==> src/rtl/uart_tx_fifo.sv <==
// -----------------------------------------------------------------------------
// uart_tx_fifo
//
// Byte FIFO plus a transmit sequencer sitting in front of a UART transmitter.
// Producers push bytes at clock rate; the sequencer pops one byte at a time and
// hands it to the UART through a tx_start pulse, then waits for the UART to
// report busy and go idle again before sending the next byte.
//
// Handshakes:
//   Write side : a byte is taken on every rising edge where wr_en=1 and full=0.
//                wr_en=1 while full=1 drops the byte and raises overflow for
//                exactly the following cycle. There is no back-pressure beyond
//                the full flag.
//   UART side  : tx_data is loaded on the pop and stays fixed until the next
//                pop. tx_start is high for exactly one cycle per byte. The UART
//                acknowledges by raising tx_busy; if that rise is never seen
//                within ACK_TIMEOUT cycles the sequencer moves on anyway, and it
//                only starts the next byte once tx_busy is low.
//
// Ports:
//   clk       in   system clock, rising edge
//   reset     in   asynchronous active-high reset
//   wr_data   in   [7:0] byte to enqueue
//   wr_en     in   enqueue strobe
//   full      out  FIFO holds DEPTH bytes
//   empty     out  FIFO holds no bytes
//   count     out  [ADDR_WIDTH:0] occupancy 0..DEPTH
//   overflow  out  one-cycle pulse after a dropped write
//   tx_start  out  one-cycle start pulse to the UART
//   tx_data   out  [7:0] byte presented to the UART
//   tx_busy   in   UART transmitter busy
// -----------------------------------------------------------------------------
module uart_tx_fifo #(
   parameter int DEPTH       = 16,
   parameter int ADDR_WIDTH  = 4,
   parameter int ACK_TIMEOUT = 3
) (
   input  logic                  clk,
   input  logic                  reset,
   input  logic [7:0]            wr_data,
   input  logic                  wr_en,
   output logic                  full,
   output logic                  empty,
   output logic [ADDR_WIDTH:0]   count,
   output logic                  overflow,
   output logic                  tx_start,
   output logic [7:0]            tx_data,
   input  logic                  tx_busy
);

   // Ack counter runs 0..ACK_TIMEOUT-1 while waiting in S_ACK.
   localparam int ACK_CW = (ACK_TIMEOUT < 2) ? 1 : $clog2(ACK_TIMEOUT);

   typedef enum logic [3:0] {
      S_IDLE  = 4'b0001,
      S_SEND  = 4'b0010,
      S_ACK   = 4'b0100,
      S_DRAIN = 4'b1000
   } state_t;

   state_t                state;
   state_t                next_state;

   logic [7:0]            mem [DEPTH];
   logic [ADDR_WIDTH-1:0] wr_ptr;
   logic [ADDR_WIDTH-1:0] rd_ptr;
   logic [ACK_CW-1:0]     ack_cnt;

   logic                  wr_accept;
   logic                  pop;
   logic                  ack_clr;
   logic                  ack_inc;

   // full/empty come straight from the registered count, so a write in a full
   // cycle is refused even when the sequencer pops in that same cycle.
   assign full      = (count == (ADDR_WIDTH+1)'(DEPTH));
   assign empty     = (count == '0);
   assign wr_accept = wr_en & ~full;

   // ---------------------------------------------------------------------------
   // Storage (no reset: contents are meaningless until written)
   // ---------------------------------------------------------------------------
   always_ff @(posedge clk) begin
      if (wr_accept) begin
         mem[wr_ptr] <= wr_data;
      end
   end

   // ---------------------------------------------------------------------------
   // Pointers, occupancy, overflow flag
   // ---------------------------------------------------------------------------
   always_ff @(posedge clk or posedge reset) begin
      if (reset) begin
         wr_ptr   <= '0;
         rd_ptr   <= '0;
         count    <= '0;
         overflow <= 1'b0;
      end else begin
         overflow <= wr_en & full;
         if (wr_accept) begin
            wr_ptr <= wr_ptr + ADDR_WIDTH'(1);
         end
         if (pop) begin
            rd_ptr <= rd_ptr + ADDR_WIDTH'(1);
         end
         case ({wr_accept, pop})
            2'b10:   count <= count + (ADDR_WIDTH+1)'(1);
            2'b01:   count <= count - (ADDR_WIDTH+1)'(1);
            default: count <= count;
         endcase
      end
   end

   // ---------------------------------------------------------------------------
   // Sequencer: state register, ack counter and registered UART outputs
   // ---------------------------------------------------------------------------
   always_ff @(posedge clk or posedge reset) begin
      if (reset) begin
         state    <= S_IDLE;
         ack_cnt  <= '0;
         tx_start <= 1'b0;
         tx_data  <= 8'h00;
      end else begin
         state <= next_state;
         // tx_start is high exactly while the state register holds S_SEND.
         tx_start <= (next_state == S_SEND);
         if (pop) begin
            tx_data <= mem[rd_ptr];
         end
         if (ack_clr) begin
            ack_cnt <= '0;
         end else if (ack_inc) begin
            ack_cnt <= ack_cnt + ACK_CW'(1);
         end
      end
   end

   always_comb begin
      next_state = S_IDLE;
      pop        = 1'b0;
      ack_clr    = 1'b0;
      ack_inc    = 1'b0;
      case (state)
         S_IDLE: begin
            if (!empty) begin
               pop        = 1'b1;
               next_state = S_SEND;
            end else begin
               next_state = S_IDLE;
            end
         end
         S_SEND: begin
            ack_clr    = 1'b1;
            next_state = S_ACK;
         end
         S_ACK: begin
            // Give up waiting after ACK_TIMEOUT cycles so a busy pulse that
            // was missed cannot stall the queue forever.
            if (tx_busy) begin
               next_state = S_DRAIN;
            end else if (ack_cnt == ACK_CW'(ACK_TIMEOUT - 1)) begin
               next_state = S_DRAIN;
            end else begin
               ack_inc    = 1'b1;
               next_state = S_ACK;
            end
         end
         S_DRAIN: begin
            next_state = tx_busy ? S_DRAIN : S_IDLE;
         end
         default: begin
            next_state = S_IDLE;
         end
      endcase
   end

endmodule

==> config.mk <==
export PLATFORM = sky130hd
export DESIGN_NAME = uart_tx_fifo
export DESIGN_NICKNAME = d
export VERILOG_FILES = /design/src/rtl/uart_tx_fifo.sv
export SDC_FILE = /design/constraint.sdc
export NUM_CORES = 1
export LEC_CHECK = 0
export CORE_MARGIN = 10
export CORE_UTILIZATION = 64
export DETAILED_ROUTE_END_ITERATION = 6
export GPL_ROUTABILITY_DRIVEN = 1
export PLACE_DENSITY = 0.84
export SLEW_MARGIN = 20
export SYNTH_ARGS = -nofsm -noshare
export SYNTH_HDL_FRONTEND = slang
export SYNTH_SLANG_ARGS = --single-unit
==> constraint.sdc <==
create_clock -name clk -period 9.1 [get_ports clk]
set_clock_uncertainty 0.2 [all_clocks]
set_input_delay 1.365 -clock clk [delete_from_list [all_inputs] [get_ports clk]]
set_output_delay 1.365 -clock clk [all_outputs]
set_load 0.05 [all_outputs]
# Word level (Yosys, flattened, before mapping)
# Memory sizes are Yosys's and may differ from the RTL's. A register that Yosys moved wholly into a read port is not among the register bits.
# Cells that the tools add are included.
totals:
  ff_bits: 21
  ramBits: 128
  input_bits: 12
  out_inout_bits: 17
  word_cells: 44
  memories: 1
classes:
  addsub: 5
  eq_ne: 9
  n_mux: 16
  n_bitwise: 3
  n_reduce_logical: 3
memory_table:
  columns: ["name", "words", "word_bits", "read_ports", "rd_clocked_by_memory_dff", "wr", "line", "rtl"]
  rows:
  - ["mem", 16, 8, 1, 1, 1, "64", "logic [7:0] mem [DEPTH];"]
ops:
  columns: ["cell", "count"]
  rows:
  - ["$pmux 4 s4", 1]
  - ["$mux 4", 3]
  - ["$pmux 5 s2", 1]
  - ["$add 4x1->4 const B", 2]
  - ["$eq 4x2->1 const B", 2]
  - ["$mux 1", 8]
  - ["$mux 2", 3]
  - ["$add 5x1->5 const B", 1]
  - ["$eq 5x5->1 const B", 1]
  - ["$logic_not 5->1", 1]
  - ["$sub 5x1->5 const B", 1]
  - ["$eq 2x2->1 const B", 2]
  - ["$eq 4x1->1 const B", 1]
  - ["$eq 4x3->1 const B", 1]
  - ["$eq 4x4->1 const B", 1]
  - ["$reduce_bool 2->1", 2]
  - ["$add 2x1->2 const B", 1]
  - ["$and 1x1->1", 2]
  - ["$eq 2x1->1 const B", 1]
  - ["$not 1->1", 1]

# Logic depth before layout (Yosys ltp)
logic_depth:
  ltp_word: 6
  depth_mapped: 12

# Worst setup path after synthesis
# OpenSTA, ideal clock, no wires.
synth_timing:
  path_kind: "input to register"
  from: "in wr_en"
  to: "reg count[4]"
  setup_ns: 0.132
  t_arrival_ns: 3.263
  required_time_ns: 8.768
  setup_slack_ns: 5.505
  path_stages: 10
  n_path_buf: 1
  cell_sequence: "a21boi_1 -> inv_1 -> ha_1 -> clkbuf_1 -> xor2_1 -> ha_1 -> o211a_1 -> o31ai_1 -> a31oi_1 -> xor2_1"
synth_between:
  elab_chain_cells: 3
  elab_cells_between_ends: 5
synth_lines:
  columns: ["element", "line", "rtl"]
  rows:
  - ["from (decl)", "41", "input logic wr_en,"]
  - ["$and 1x1->1 (*)", "78", "assign wr_accept = wr_en & ~full;"]
  - ["$eq 2x1->1 or $eq 2x2->1 (tied branches)", "106", "case ({wr_accept, pop})"]
  - ["$pmux 5 s2 or $reduce_bool 2->1 (tied branches)", null, null]
  - ["to (signal assigned)", "107", "2'b10: count <= count + (ADDR_WIDTH+1)'(1);"]
  - ["to (signal assigned)", "108", "2'b01: count <= count - (ADDR_WIDTH+1)'(1);"]
  - ["to (signal assigned)", "109", "default: count <= count;"]
  - ["to (decl)", "44", "output logic [ADDR_WIDTH:0] count,"]
# Mark *: on every way between the ends. The rest lies on a longest branch, timed or not.
# A chain may end at the register's enable or synchronous reset.

# Worst setup path after layout
# Same ends and word-level chain as after synthesis.

==> flow_summary.toml <==
[drt]
via_count = 3365
viasPerCell = 6.40
drt_iter0_markers = 358
drt_wl_total_um = 13200
ant_nets = 0
wl_per_cell_um = 25.0
first_pass_iters = 7
drc = 0

[grt]
grt_max_degree = 35
grt.total_usage_pct = 18.6
grt_pass1_wl_um = 20100
grt_pass1_vias = 3446
antenna_found_initial = 0
grt_overflow = 0

[layout]
utilization_pct = 75.7
syn_to_final_growth_pct = 15.7
drive_gt1_share_pct = 21.6
final_cells = 526
antenna_cells = 0
nFillCells = 535
nets = 402

[placement]
place_hpwl_um = 8010
numPortBuffers = 28
gp_congestion = 0.793
dp_cells = 494

[floorplan]
die_x_um = 120
dieArea_um2 = 14400
num_rows = 36
core_um2 = 9770
num_io_pins = 29
die_h_um = 120
start_util_pct = 65.4

[sta]
slew_violations = 0
rsz0062_at_grt = "false"
period_share_pct = 45.6
fmax_mhz = 241
hold_viol = 0
finalSetupViolCount = 0
fin_hold_ws_ns = 0.340
final.min_clock_period_ns = 4.15
tightestPinTransition_ns = 0.933
relSlewSlack_pct = 37.7
final.setup.tns_ns = 0

[synth]
synthFlopType = "edfxtp_1"
synthArstFlopShare_pct = 18.5
yosys-top-cells-count = "edfxtp_1 (128), mux4_2 (32), dfrtp_1 (28), nor2_1 (26), nand2_1 (11)"
synth_top_area_share_pct = 60.1
synth_warnings = 0
synthCells = 351
seq_area_frac_synth_pct = 71.5
yosysMostFrequentCell = "edfxtp_1"
yosys.cell_types.count = 43
synth-edff-count = 128
yosys.area.top_type = "edfxtp_1"
avgSynthCellArea_um2 = 18.2
syn_nets = 373
ys_ff_latch = 157
synth_area_leaders = "edfxtp_1 (60%), mux4_2 (11%), dfrtp_1 (11%)"
netlist_area_um2 = 6390

[setup_path]
critPathRequiredTime_ns = 9.29
max_stage_delay_ns = 0.76
arrival_ns = 4.34
worst_setup_path_start_kind = "input port"
worstSetupPathType = "input port to flop"
path_delay_family = "compound AO/OA/AOI/OAI gates"
slowest_stage = "a21boi_1"
crit_fanout = 9
worstPathCellList = "clkdlybuf4s50_1 > a21boi_1 > inv_1 > ha_1 > xor2_1 > ha_1 > o211a_1 > o31ai_1 > a31oi_1 > xor2_1"
worstSetupEndpointType = "flop"
crit_buf_inv = 2

[outcome]
outcome = "completed"

[power]
ir_worst_vdd_mv = 0.225
p_per_area_nw_per_um2 = 356
power.total_mw = 2.63
p_leak_nw = 2.55

[clocking]
cts.clk_slew.worst_paths_ns = 0.06
ctsLongestPathBuffers = 2
numCtsBuffers = 17
cts-htree-levels = 4
cts_sinks = 157
cts_hold_buf = 0
tritoncts = "done"
cts-root-buf = "clkbuf_8"
postCtsSetupBuffers = 0
clock_latency_ns = 0.52
post_cts_resized = 0

[run]
maxCapViolCount = 0

[hold_path]
min_path_type = "flop to flop"
==> kinds of logic (layout without fill, tap and decap cells) <==
family | count (synthesis) | after routing | share of synthesized area [%]
DFF | 157 | 157 | 71.5
buffers and inverters | 28 | 70 | 2.00
AOI/OAI and AO/OA | 38 | 38 | 5.05
adders and majority gates | 10 | 10 | 1.96
xor gates and xnor gates | 12 | 12 | 1.64
muxes | 42 | 42 | 12.9
and+or+nand+nor | 64 | 64 | 4.97
==> report_power, final <==
part / total (mW) / internal [mW] / switching (mW)
Sequential: 1.02 / 0.905 / 0.110
Clock: 0.716 / 0.447 / 0.269
Combinational: 0.900 / 0.375 / 0.525
Total: 2.63 / 1.73 / 0.904
==> final timing paths <==
kind | from | endpoint | slack [ns] | cells past startpoint
hold reg to reg | ack_cnt[1] | ack_cnt[1] | 0.34 | 2
hold / removal | ack_cnt[1] | ack_cnt[1] | 0.34 | 2
setup reg to reg | count[1] | count[4] | 5.61 | 10
min in group asynchronous | reset | count[1] | 1.01 | 3
setup / recovery | wr_en | count[4] | 4.95 | 10
max in group asynchronous | reset | state[0] | 7.38 | 3
==> metal layers <==
metal	track usage, %	vias to the layer above	part of all wire [%]
met5	0	-	0
met3	4.59	26	8.9
li1	-	1443	-
met2	29.0	190	49
met4	8.67	0	2.4
met1	24.4	1706	40
==> registers in the layout, indices dropped and copies added (netlist names) <==
| name | flops |
|---|---|
| ack_cnt | 2 |
| count | 5 |
| mem | 128 |
| overflow | 1 |
| rd_ptr | 4 |
| state | 4 |
| tx_data | 8 |
| tx_start | 1 |
| wr_ptr | 4 |
==> worst reg2reg max path, stage by stage (launching register included) <==
cell and delay [ns]:
dfrtp_1 0.54, nor4_1 0.13, a21boi_1 0.76, inv_1 0.17, ha_1 0.38, xor2_1 0.21
ha_1 0.26, o211a_1 0.22, o31ai_1 0.23, a31oi_1 0.10, xor2_1 0.18
==> through the flow <==
stage / area (µm²) / setup WS [ns]
floorplan: 6390 / 5.50
global placement: 6760 / 4.79
detailed placement: 6760 / 4.63
CTS: 7370 / 4.99
global route: 7390 / 4.85
finish: 7390 / 4.95
==> cell usage in the layout (no fill, tap or decap), drive strengths merged, types with 2 or more instances in the layout <==
cell type	n
a221oi	8
o21ai	6
buf	3
inv	9
ha	10
clkbuf	24
nor3	4
nor4	3
xnor2	7
a211oi	2
xor2	5
mux2	2
dfrtp	28
clkdlybuf4s50	28
or2	2
a21oi	5
nor2	26
o211a	3
bufinv	2
nand2b	5
mux2i	8
and2	2
nor2b	3
nand2	11
clkinv	3
edfxtp	128
nand4	2
o22ai	8
mux4	32
==> area by class of cell <==
| cell class | count | area (µm²) | share of cell area, % |
|---|---|---|---|
| flip-flops and latches | 157 | 4570 | 61.8 |
| multi-input cells | 166 | 1710 | 23.2 |
| clock buffers | 24 | 514 | 6.95 |
| repair buffers | 31 | 303 | 4.09 |
| well taps | 133 | 166 | 2.25 |
| clock inverters | 8 | 98.8 | 1.34 |
| inverters | 7 | 26.3 | 0.355 |
Power figures use the tool's default switching activity.
